$ cat config.mk
export PLATFORM = sky130hd
export DESIGN_NAME = aes_subbytes_pipe
export DESIGN_NICKNAME = d
export VERILOG_FILES = /design/src/rtl/aes_pkg.sv /design/src/rtl/aes_sbox_lane.sv /design/src/rtl/aes_subbytes_pipe.sv
export SDC_FILE = /design/constraint.sdc
export NUM_CORES = 2
export LEC_CHECK = 0
export BUFFER_PORTS_ARGS = -buffer_cell sky130_fd_sc_hd__buf_2
export CORE_ASPECT_RATIO = 2
export CORE_MARGIN = 4
export CORE_UTILIZATION = 40
export DETAILED_ROUTE_END_ITERATION = 10
export PLACE_DENSITY = 0.53
export SLEW_MARGIN = 20
export SYNTH_ARGS = -nofsm -noshare
export SYNTH_HDL_FRONTEND = slang
export SYNTH_SLANG_ARGS = --single-unit
$ cat constraint.sdc
create_clock -name clk -period 18.4 [get_ports clk]
set_input_delay 3.68 -clock clk [delete_from_list [all_inputs] [get_ports clk]]
set_output_delay 3.68 -clock clk [all_outputs]
set_load 0.01 [all_outputs]
$ cat src/rtl/aes_pkg.sv
// Shared AES constants, GF(2^8) arithmetic and S-box helpers for the SubBytes pipeline.
// The 256-entry tables are reference data for benches; the datapath never reads them.
package aes_pkg;

    localparam logic [7:0] GF_POLY      = 8'h1B;
    localparam logic [7:0] AFFINE_C     = 8'h63;
    localparam logic [7:0] AFFINE_INV_C = 8'h05;

    function automatic logic [7:0] rotl8(input logic [7:0] b, input int unsigned n);
        logic [15:0] w;
        w = {b, b} << n;
        return w[15:8];
    endfunction

    function automatic logic [7:0] gf_mul(input logic [7:0] a, input logic [7:0] b);
        logic [7:0] p;
        logic [7:0] t;
        p = 8'h00;
        t = a;
        for (int i = 0; i < 8; i++) begin
            if (b[i]) p = p ^ t;
            t = {t[6:0], 1'b0} ^ (t[7] ? GF_POLY : 8'h00);
        end
        return p;
    endfunction

    // x^254 by repeated squaring; zero maps to zero without a special case.
    function automatic logic [7:0] gf_inv8(input logic [7:0] x);
        logic [7:0] sq;
        logic [7:0] acc;
        sq  = x;
        acc = 8'h01;
        for (int i = 1; i < 8; i++) begin
            sq  = gf_mul(sq, sq);
            acc = gf_mul(acc, sq);
        end
        return acc;
    endfunction

    function automatic logic [7:0] affine_fwd(input logic [7:0] b);
        return b ^ rotl8(b, 1) ^ rotl8(b, 2) ^ rotl8(b, 3) ^ rotl8(b, 4) ^ AFFINE_C;
    endfunction

    function automatic logic [7:0] affine_inv(input logic [7:0] b);
        return rotl8(b, 1) ^ rotl8(b, 3) ^ rotl8(b, 6) ^ AFFINE_INV_C;
    endfunction

    localparam logic [7:0] SBOX_FWD [256] = '{
        8'h63, 8'h7c, 8'h77, 8'h7b, 8'hf2, 8'h6b, 8'h6f, 8'hc5, 8'h30, 8'h01, 8'h67, 8'h2b, 8'hfe, 8'hd7, 8'hab, 8'h76,
        8'hca, 8'h82, 8'hc9, 8'h7d, 8'hfa, 8'h59, 8'h47, 8'hf0, 8'had, 8'hd4, 8'ha2, 8'haf, 8'h9c, 8'ha4, 8'h72, 8'hc0,
        8'hb7, 8'hfd, 8'h93, 8'h26, 8'h36, 8'h3f, 8'hf7, 8'hcc, 8'h34, 8'ha5, 8'he5, 8'hf1, 8'h71, 8'hd8, 8'h31, 8'h15,
        8'h04, 8'hc7, 8'h23, 8'hc3, 8'h18, 8'h96, 8'h05, 8'h9a, 8'h07, 8'h12, 8'h80, 8'he2, 8'heb, 8'h27, 8'hb2, 8'h75,
        8'h09, 8'h83, 8'h2c, 8'h1a, 8'h1b, 8'h6e, 8'h5a, 8'ha0, 8'h52, 8'h3b, 8'hd6, 8'hb3, 8'h29, 8'he3, 8'h2f, 8'h84,
        8'h53, 8'hd1, 8'h00, 8'hed, 8'h20, 8'hfc, 8'hb1, 8'h5b, 8'h6a, 8'hcb, 8'hbe, 8'h39, 8'h4a, 8'h4c, 8'h58, 8'hcf,
        8'hd0, 8'hef, 8'haa, 8'hfb, 8'h43, 8'h4d, 8'h33, 8'h85, 8'h45, 8'hf9, 8'h02, 8'h7f, 8'h50, 8'h3c, 8'h9f, 8'ha8,
        8'h51, 8'ha3, 8'h40, 8'h8f, 8'h92, 8'h9d, 8'h38, 8'hf5, 8'hbc, 8'hb6, 8'hda, 8'h21, 8'h10, 8'hff, 8'hf3, 8'hd2,
        8'hcd, 8'h0c, 8'h13, 8'hec, 8'h5f, 8'h97, 8'h44, 8'h17, 8'hc4, 8'ha7, 8'h7e, 8'h3d, 8'h64, 8'h5d, 8'h19, 8'h73,
        8'h60, 8'h81, 8'h4f, 8'hdc, 8'h22, 8'h2a, 8'h90, 8'h88, 8'h46, 8'hee, 8'hb8, 8'h14, 8'hde, 8'h5e, 8'h0b, 8'hdb,
        8'he0, 8'h32, 8'h3a, 8'h0a, 8'h49, 8'h06, 8'h24, 8'h5c, 8'hc2, 8'hd3, 8'hac, 8'h62, 8'h91, 8'h95, 8'he4, 8'h79,
        8'he7, 8'hc8, 8'h37, 8'h6d, 8'h8d, 8'hd5, 8'h4e, 8'ha9, 8'h6c, 8'h56, 8'hf4, 8'hea, 8'h65, 8'h7a, 8'hae, 8'h08,
        8'hba, 8'h78, 8'h25, 8'h2e, 8'h1c, 8'ha6, 8'hb4, 8'hc6, 8'he8, 8'hdd, 8'h74, 8'h1f, 8'h4b, 8'hbd, 8'h8b, 8'h8a,
        8'h70, 8'h3e, 8'hb5, 8'h66, 8'h48, 8'h03, 8'hf6, 8'h0e, 8'h61, 8'h35, 8'h57, 8'hb9, 8'h86, 8'hc1, 8'h1d, 8'h9e,
        8'he1, 8'hf8, 8'h98, 8'h11, 8'h69, 8'hd9, 8'h8e, 8'h94, 8'h9b, 8'h1e, 8'h87, 8'he9, 8'hce, 8'h55, 8'h28, 8'hdf,
        8'h8c, 8'ha1, 8'h89, 8'h0d, 8'hbf, 8'he6, 8'h42, 8'h68, 8'h41, 8'h99, 8'h2d, 8'h0f, 8'hb0, 8'h54, 8'hbb, 8'h16
    };

    localparam logic [7:0] SBOX_INV [256] = '{
        8'h52, 8'h09, 8'h6a, 8'hd5, 8'h30, 8'h36, 8'ha5, 8'h38, 8'hbf, 8'h40, 8'ha3, 8'h9e, 8'h81, 8'hf3, 8'hd7, 8'hfb,
        8'h7c, 8'he3, 8'h39, 8'h82, 8'h9b, 8'h2f, 8'hff, 8'h87, 8'h34, 8'h8e, 8'h43, 8'h44, 8'hc4, 8'hde, 8'he9, 8'hcb,
        8'h54, 8'h7b, 8'h94, 8'h32, 8'ha6, 8'hc2, 8'h23, 8'h3d, 8'hee, 8'h4c, 8'h95, 8'h0b, 8'h42, 8'hfa, 8'hc3, 8'h4e,
        8'h08, 8'h2e, 8'ha1, 8'h66, 8'h28, 8'hd9, 8'h24, 8'hb2, 8'h76, 8'h5b, 8'ha2, 8'h49, 8'h6d, 8'h8b, 8'hd1, 8'h25,
        8'h72, 8'hf8, 8'hf6, 8'h64, 8'h86, 8'h68, 8'h98, 8'h16, 8'hd4, 8'ha4, 8'h5c, 8'hcc, 8'h5d, 8'h65, 8'hb6, 8'h92,
        8'h6c, 8'h70, 8'h48, 8'h50, 8'hfd, 8'hed, 8'hb9, 8'hda, 8'h5e, 8'h15, 8'h46, 8'h57, 8'ha7, 8'h8d, 8'h9d, 8'h84,
        8'h90, 8'hd8, 8'hab, 8'h00, 8'h8c, 8'hbc, 8'hd3, 8'h0a, 8'hf7, 8'he4, 8'h58, 8'h05, 8'hb8, 8'hb3, 8'h45, 8'h06,
        8'hd0, 8'h2c, 8'h1e, 8'h8f, 8'hca, 8'h3f, 8'h0f, 8'h02, 8'hc1, 8'haf, 8'hbd, 8'h03, 8'h01, 8'h13, 8'h8a, 8'h6b,
        8'h3a, 8'h91, 8'h11, 8'h41, 8'h4f, 8'h67, 8'hdc, 8'hea, 8'h97, 8'hf2, 8'hcf, 8'hce, 8'hf0, 8'hb4, 8'he6, 8'h73,
        8'h96, 8'hac, 8'h74, 8'h22, 8'he7, 8'had, 8'h35, 8'h85, 8'he2, 8'hf9, 8'h37, 8'he8, 8'h1c, 8'h75, 8'hdf, 8'h6e,
        8'h47, 8'hf1, 8'h1a, 8'h71, 8'h1d, 8'h29, 8'hc5, 8'h89, 8'h6f, 8'hb7, 8'h62, 8'h0e, 8'haa, 8'h18, 8'hbe, 8'h1b,
        8'hfc, 8'h56, 8'h3e, 8'h4b, 8'hc6, 8'hd2, 8'h79, 8'h20, 8'h9a, 8'hdb, 8'hc0, 8'hfe, 8'h78, 8'hcd, 8'h5a, 8'hf4,
        8'h1f, 8'hdd, 8'ha8, 8'h33, 8'h88, 8'h07, 8'hc7, 8'h31, 8'hb1, 8'h12, 8'h10, 8'h59, 8'h27, 8'h80, 8'hec, 8'h5f,
        8'h60, 8'h51, 8'h7f, 8'ha9, 8'h19, 8'hb5, 8'h4a, 8'h0d, 8'h2d, 8'he5, 8'h7a, 8'h9f, 8'h93, 8'hc9, 8'h9c, 8'hef,
        8'ha0, 8'he0, 8'h3b, 8'h4d, 8'hae, 8'h2a, 8'hf5, 8'hb0, 8'hc8, 8'heb, 8'hbb, 8'h3c, 8'h83, 8'h53, 8'h99, 8'h61,
        8'h17, 8'h2b, 8'h04, 8'h7e, 8'hba, 8'h77, 8'hd6, 8'h26, 8'he1, 8'h69, 8'h14, 8'h63, 8'h55, 8'h21, 8'h0c, 8'h7d
    };

endpackage

$ cat src/rtl/aes_sbox_lane.sv
// One-byte combinational AES S-box, forward or inverse, built from GF(2^8) logic.
// Both directions share a single field inverter; only the affine step moves around it.
module aes_sbox_lane
    import aes_pkg::*;
(
    input  logic [7:0] x,
    input  logic       inv,
    output logic [7:0] y
);

    logic [7:0] g;

    always_comb begin
        g = gf_inv8(inv ? affine_inv(x) : x);
        y = inv ? g : affine_fwd(g);
    end

endmodule

$ cat src/rtl/aes_subbytes_pipe.sv
// Multi-lane pipelined AES SubBytes with per-beat forward/inverse mode.
// Handshake: a beat moves on a side exactly when valid && ready is high at the rising edge.
module aes_subbytes_pipe
    import aes_pkg::*;
#(
    parameter int LANES       = 4,
    parameter int PIPE_STAGES = 2,
    parameter bit INV_EN      = 1'b1
) (
    input  logic                 clk,
    input  logic                 rst_n,
    input  logic                 in_valid,
    output logic                 in_ready,
    input  logic                 in_inv,
    input  logic [8*LANES-1:0]   in_data,
    output logic                 out_valid,
    input  logic                 out_ready,
    output logic                 out_inv,
    output logic [8*LANES-1:0]   out_data
);

    localparam int W        = 8 * LANES;
    localparam int LAST     = PIPE_STAGES - 1;
    // Single-stage builds substitute before the only register; otherwise after stage 0.
    localparam int SB_STAGE = (PIPE_STAGES == 1) ? 0 : 1;

    logic [PIPE_STAGES-1:0]        valid_q, valid_d;
    logic [PIPE_STAGES-1:0]        inv_q, inv_d;
    logic [PIPE_STAGES-1:0][W-1:0] data_q, data_d;
    logic [PIPE_STAGES-1:0]        adv;
    logic                          mode_in;
    logic [W-1:0]                  sb_x, sb_y;
    logic                          sb_inv;

    assign mode_in = INV_EN ? in_inv : 1'b0;

    if (PIPE_STAGES == 1) begin : g_sb_at_input
        assign sb_x   = in_data;
        assign sb_inv = mode_in;
    end else begin : g_sb_after_stage0
        assign sb_x   = data_q[0];
        assign sb_inv = inv_q[0];
    end

    for (genvar l = 0; l < LANES; l++) begin : g_lane
        aes_sbox_lane u_lane (
            .x   (sb_x[8*l +: 8]),
            .inv (sb_inv),
            .y   (sb_y[8*l +: 8])
        );
    end

    // Stages beyond SB_STAGE only delay the result so retiming can spread the inverter.
    always_comb begin
        adv[LAST] = !valid_q[LAST] || out_ready;
        for (int k = LAST - 1; k >= 0; k--) begin
            adv[k] = !valid_q[k] || adv[k+1];
        end

        valid_d = valid_q;
        inv_d   = inv_q;
        data_d  = data_q;

        if (adv[0]) begin
            valid_d[0] = in_valid;
            if (in_valid) begin
                inv_d[0]  = mode_in;
                data_d[0] = (SB_STAGE == 0) ? sb_y : in_data;
            end
        end

        for (int k = 1; k < PIPE_STAGES; k++) begin
            if (adv[k]) begin
                valid_d[k] = valid_q[k-1];
                if (valid_q[k-1]) begin
                    inv_d[k]  = inv_q[k-1];
                    data_d[k] = (k == SB_STAGE) ? sb_y : data_q[k-1];
                end
            end
        end
    end

    always_ff @(posedge clk or negedge rst_n) begin
        if (!rst_n) begin
            valid_q <= '0;
            inv_q   <= '0;
            data_q  <= '0;
        end else begin
            valid_q <= valid_d;
            inv_q   <= inv_d;
            data_q  <= data_d;
        end
    end

    assign in_ready  = adv[0];
    assign out_valid = valid_q[LAST];
    assign out_inv   = inv_q[LAST];
    assign out_data  = data_q[LAST];

endmodule

Word-level counts from Yosys, hierarchy flattened
Index checks and enable logic that the tools add are counted.

Bits in registers: 68. Input bits: 37. Output and inout bits: 35.

Muxes and demuxes: 820. Bitwise logic cells: 788. Reduce and logical (&&, ||, !) cells: 6.

Operators with widths (count): $xor 8x8->8 (752); $mux 8 (428); $mux 5 (368); $mux 7 (4); $not 1->1 const A (28); $mux 6 (4); $mux 4 (4); $not 4->4 (4); $mux 3 (4); $mux 2 (4); $not 2->2 (4); $mux 1 (4); $reduce_and 2->1 (2); $logic_not 1->1 (2); $logic_or 1x1->1 (2).

Logic depth before layout (Yosys ltp)
Depth in word-level cells: 137. Gate-level depth with buffers: 78.

Cells and area by module
From an unflattened synthesis, not the netlist that was laid out.

Cell total of the unflattened synthesis: 8646. Area, all modules: 67961.4 um^2.

By module, submodules not included: aes_sbox_lane (times used 4, cells each 2125, area each 16313.1 um^2, sequential area each 0.0 um^2); aes_subbytes_pipe (times used 1, cells each 146, area each 2708.8 um^2, sequential area each 1701.6 um^2).

Worst setup path after synthesis
Ideal clock, no wire load.

Path kind: register to register. Start: reg inv_q[0]. End: reg data_q, in the netlist out_data[11]. Arrival time: 16.841 ns. Required time: 18.268 ns. Path slack: 1.427 ns. Cell stages (with the launch flop): 74. Buffers on the path: 14. Period minus slack after synthesis: 16.973 ns. Cells stage by stage: dfrtp_1 -> buf_6 -> buf_8 -> buf_6 -> buf_6 -> mux2i_1 -> inv_2 -> buf_2 -> ha_1 -> clkbuf_1 -> nand2_1 -> xor2_1 -> inv_2 -> clkbuf_1 -> clkbuf_1 -> ha_1 -> buf_1 -> inv_1 -> [... 38 more ...] -> nor2_1 -> mux4_2 -> a222oi_1 -> xnor2_1 -> xor2_2 -> xor2_1 -> nor2_1 -> xnor2_1 -> xnor2_1 -> xnor3_1 -> xnor2_1 -> xnor2_2 -> xor2_1 -> xor2_1 -> xnor2_1 -> nor2_1 -> xor2_1 -> o21ai_1.

Cells in the longest elaborated chain, start to end: 130. Elaborated cells between the ends (all ways): 391. Those cells by class: mux (205); bitwise (186).

RTL lines: start, declared (RTL line aes_subbytes_pipe.sv:28) `logic [PIPE_STAGES-1:0] inv_q, inv_d;`; start signal, assigned (RTL line aes_subbytes_pipe.sv:90) `inv_q <= inv_d;`; $mux 8 (RTL line aes_sbox_lane.sv:14) `g = gf_inv8(inv ? affine_inv(x) : x);`; $mux 5, or another cell as far along (RTL line aes_pkg.sv:22) `t = {t[6:0], 1'b0} ^ (t[7] ? GF_POLY : 8'h00);`; $xor 8x8->8, on equally long branches (RTL line aes_pkg.sv:22, aes_pkg.sv:21); $xor 8x8->8 or $mux 8 (tied branches) (RTL line aes_pkg.sv:21) `if (b[i]) p = p ^ t;`; $mux 8 or $xor 8x8->8 (tied branches) (RTL line aes_pkg.sv:21); $xor 8x8->8 or $mux 8 (tied branches) (RTL line aes_pkg.sv:21); $mux 8 or $xor 8x8->8 (tied branches) (RTL line aes_pkg.sv:21); $xor 8x8->8 or $mux 8 (tied branches) (RTL line aes_pkg.sv:21); [... 111 more ...]; $xor 8x8->8 (RTL line aes_pkg.sv:21); $mux 8 (RTL line aes_pkg.sv:21); $xor 8x8->8 (RTL line aes_pkg.sv:21); $mux 8 (RTL line aes_pkg.sv:21); $xor 8x8->8 (RTL line aes_pkg.sv:21); $mux 8 (RTL line aes_pkg.sv:21); $xor 8x8->8 (4 in a row) (RTL line aes_pkg.sv:41) `return b ^ rotl8(b, 1) ^ rotl8(b, 2) ^ rotl8(b, 3) ^ rotl8(b, 4) ^ AFFINE_C;`; $mux 8 (*) (RTL line aes_sbox_lane.sv:15) `y = inv ? g : affine_fwd(g);`; end signal, assigned (RTL line aes_subbytes_pipe.sv:91) `data_q <= data_d;`; end, declared (RTL line aes_subbytes_pipe.sv:29) `logic [PIPE_STAGES-1:0][W-1:0] data_q, data_d;`.

Mark *: on every way between the ends. The rest lies on a longest branch, timed or not. A chain may end at the register's enable or synchronous reset.

Final worst setup path
Start: reg inv_q[0]. End: reg data_q, in the netlist out_data[23].

Cells in the longest elaborated chain, start to end: 130. Elaborated cells between the ends (all ways): 391. Those cells by class: mux (205); bitwise (186).

RTL lines (RTL line): $mux 8 (aes_sbox_lane.sv:14); $mux 5 (aes_pkg.sv:22); $xor 8x8->8 (aes_pkg.sv:22); $xor 8x8->8 (aes_pkg.sv:21); $mux 8 (aes_pkg.sv:21); $xor 8x8->8 (aes_pkg.sv:21); $mux 8 (aes_pkg.sv:21); $xor 8x8->8 (aes_pkg.sv:21); [... 111 more ...]; $xor 8x8->8 (aes_pkg.sv:21); $mux 8 (aes_pkg.sv:21); $xor 8x8->8 (aes_pkg.sv:21); $mux 8 (aes_pkg.sv:21); $xor 8x8->8 (aes_pkg.sv:21); $mux 8 (aes_pkg.sv:21); $xor 8x8->8 (4 in a row) (aes_pkg.sv:41); $mux 8 (*) (aes_sbox_lane.sv:15).

Marks and branches as above.

==> impl_metrics.json <==
{
  "outcome": "finished clean",
  "dp_slack_ps": -105,
  "synth_area_leaders": "xnor2_1, xnor3_1, nor2_1",
  "async_flop_share_pct": 100,
  "gr-total-overflow": 0,
  "cts_htree_levels": 3,
  "ys_ff_latch": 68,
  "core-area_um2": 157000,
  "numCtsBuffers": 9,
  "place_area_um2": 67500,
  "syn2layout_area_growth_pct": 8.89,
  "cts.sinks": 68,
  "grt_pass1_vias": 61100,
  "synth_top_area_share_pct": 22.1,
  "synth_fp_nets": 8522,
  "start_kind": "register",
  "finalCritPeriodShare_pct": 96.2,
  "synth_compound_area_share_pct": 18.0,
  "netlist_instances": 8457,
  "slew_headroom_pct": 23.7,
  "critPathArrivalTime_ps": 17960,
  "detail_route.wl_per_cell_um": 22.0,
  "critical_path.most_common_cell": "xnor2_1",
  "grt_antenna_before_repair": 13,
  "grt_max_degree": 67,
  "maxCapViolCount": 0,
  "clk_latency_ps": 430,
  "cp_num_buf_inv": 7,
  "ys.flop_type": "dfrtp_1",
  "synthSimpleGateAreaFrac_pct": 20.7,
  "antenna_left": 0,
  "synth_fa_ha_area_share_pct": 0.585,
  "routed_wl_um": 232000,
  "firstDrtPassIters": 8,
  "hp-class": "register to register",
  "fin_skew_ps": 30.5,
  "setup_ws_ps": 698,
  "synth_top_area_cell": "xnor2_1",
  "clock.fmax_mhz": 56.5,
  "dp_hpwl_um": 184000,
  "die_area_um2": 165000,
  "worstPathRequired_ps": 18660,
  "fin_area_um2": 68900,
  "setup_viol": 0,
  "ys_types": 127,
  "die_h_um": 571,
  "worst-path-max-fanout": 42,
  "synth_xor_area_share_pct": 47.8,
  "routabilityCongestion": 0.992,
  "grt_pass1_wl_um": 357000,
  "final_common_cell": "xnor2_1",
  "clockRootBuffer": "clkbuf_16",
  "die_w_um": 289,
  "remaining_drc_errors": 0,
  "viasPerCell": 5.81,
  "cp-end-kind": "register",
  "drive_gt1_share_pct": 13.7,
  "fp-row-count": 206,
  "cts_tree": "done",
  "synth_mux_area_share_pct": 5.78,
  "slowest_delay_ps": 710,
  "ys_seq_area_share_pct": 2.69,
  "nNetsFinal": 8509,
  "synth_top_family_by_area": "XOR/XNOR gates",
  "drv_slew": 0,
  "crit_type": "register to register",
  "cts_buffer_depth": 2,
  "drt_iter0_drc": 3679,
  "grt_util_all_layers_pct": 27.2,
  "io_buffers": 71,
  "clk_pin_slew_ps": 70,
  "syn-cell-area_um2": 63300,
  "final_hold_viol_count": 0,
  "avgSynthCellArea_um2": 7.49,
  "crit_slowest_cell": "dfrtp_4",
  "synth_edf_count": 0,
  "cp_top_family": "XOR/XNOR gates",
  "worst_slew_pin_slew_ps": 1140,
  "min_period_ps": 17700,
  "vias": 61100,
  "io_pins": 72,
  "initial_utilization_pct": 40.2,
  "final_cell_mix": "xnor2_1, nor2_1, nand2_1",
  "yosysWarnings": 0
}
flip-flops by register name, indices dropped and copies added, names as in the netlist:
register and count:
valid_q 2, inv_q 2, out_data 32, sb_x 32
cells by family (layout without fill, tap and decap cells):
| family | count (synthesis) | count (layout) |
|---|---|---|
| compound gates | 1739 | 1739 |
| other cells | 0 | 1 |
| buf+inv | 660 | 652 |
| flops | 68 | 68 |
| fa+ha+maj | 30 | 30 |
| xor+xnor | 2618 | 2618 |
| mux | 340 | 340 |
| simple gates | 3002 | 3002 |
through the flow:
stage	hold WS (ps)	instances	utilization, %	setup TNS (ps)
final	488	10500	43.8	0
after global routing	520	10500	43.8	-2.43
after CTS	491	10500	43.1	0
after detailed placement	475	10500	42.9	-263
after global placement	463	10500	42.9	-159
after floorplan	457	8457	-	0
final timing paths:
check | end | cells past startpoint | slack (ps) | from
worst max-delay path | out_data[23]$_DFFE_PN0P_ | 58 | 700 | inv_q[0]$_DFFE_PN0P_
worst min-delay path | out_data[18]$_DFFE_PN0P_ | 2 | 490 | out_data[18]$_DFFE_PN0P_
worst max register to register | out_data[23]$_DFFE_PN0P_ | 58 | 700 | inv_q[0]$_DFFE_PN0P_
worst min register to register | out_data[18]$_DFFE_PN0P_ | 2 | 490 | out_data[18]$_DFFE_PN0P_
max in group asynchronous | inv_q[0]$_DFFE_PN0P_ | 2 | 14060 | rst_n
min in group asynchronous | sb_x[31]$_DFFE_PN0P_ | 1 | 3140 | rst_n
cell usage after synthesis, types with 71 or more instances:
cell         n
xnor2_1   1600
nor2_1    1234
nand2_1    900
xor2_1     425
a21oi_1    421
o21ai_0    347
clkbuf_1   343
xnor3_1    266
mux2i_1    243
nor3_1     222
nand3_1    195
xnor2_2    143
buf_2      138
o22ai_1    109
a31oi_1     93
o211ai_1    84
o21ai_1     83
a211oi_1    80
mux2_2      79
xor3_1      71
routing by layer:
metal | vias to the layer above | wire length [um] | GRT usage, %
met5 | - | 23 | 0
met3 | 830 | 7360 | 2.20
met2 | 1901 | 128000 | 54.6
li1 | 29200 | - | -
met1 | 29200 | 78100 | 25.8
met4 | 4 | 18500 | 17.5
timing repair:
| action | 4_1_cts | 5_1_grt |
|---|---|---|
| pin swaps | 0 | 15 |
| setup endpoints to repair | 5 | 32 |
| buffers inserted | 0 | 33 |
| gates resized for setup | 4 | 102 |
| hold buffers | 0 | 0 |
tightest hold or removal path, stage by stage, from the launching register on:
cell     delay (ps)
dfrtp_1         340
nand2_1          50
o21ai_1          60
area by class of cell:
cell class,instances,area (um2)
inverter,95,359
sequential,68,1710
tap,2080,2600
multi-input combinational,7729,60000
clock inverter,6,70.1
clock buffer,10,239
antenna,1,2.50
fill,16200,88600
timing repair buffer,541,3940
Power is not shown: default switching activity piles up to over one toggle a cycle in this logic, so the estimate is an artifact.
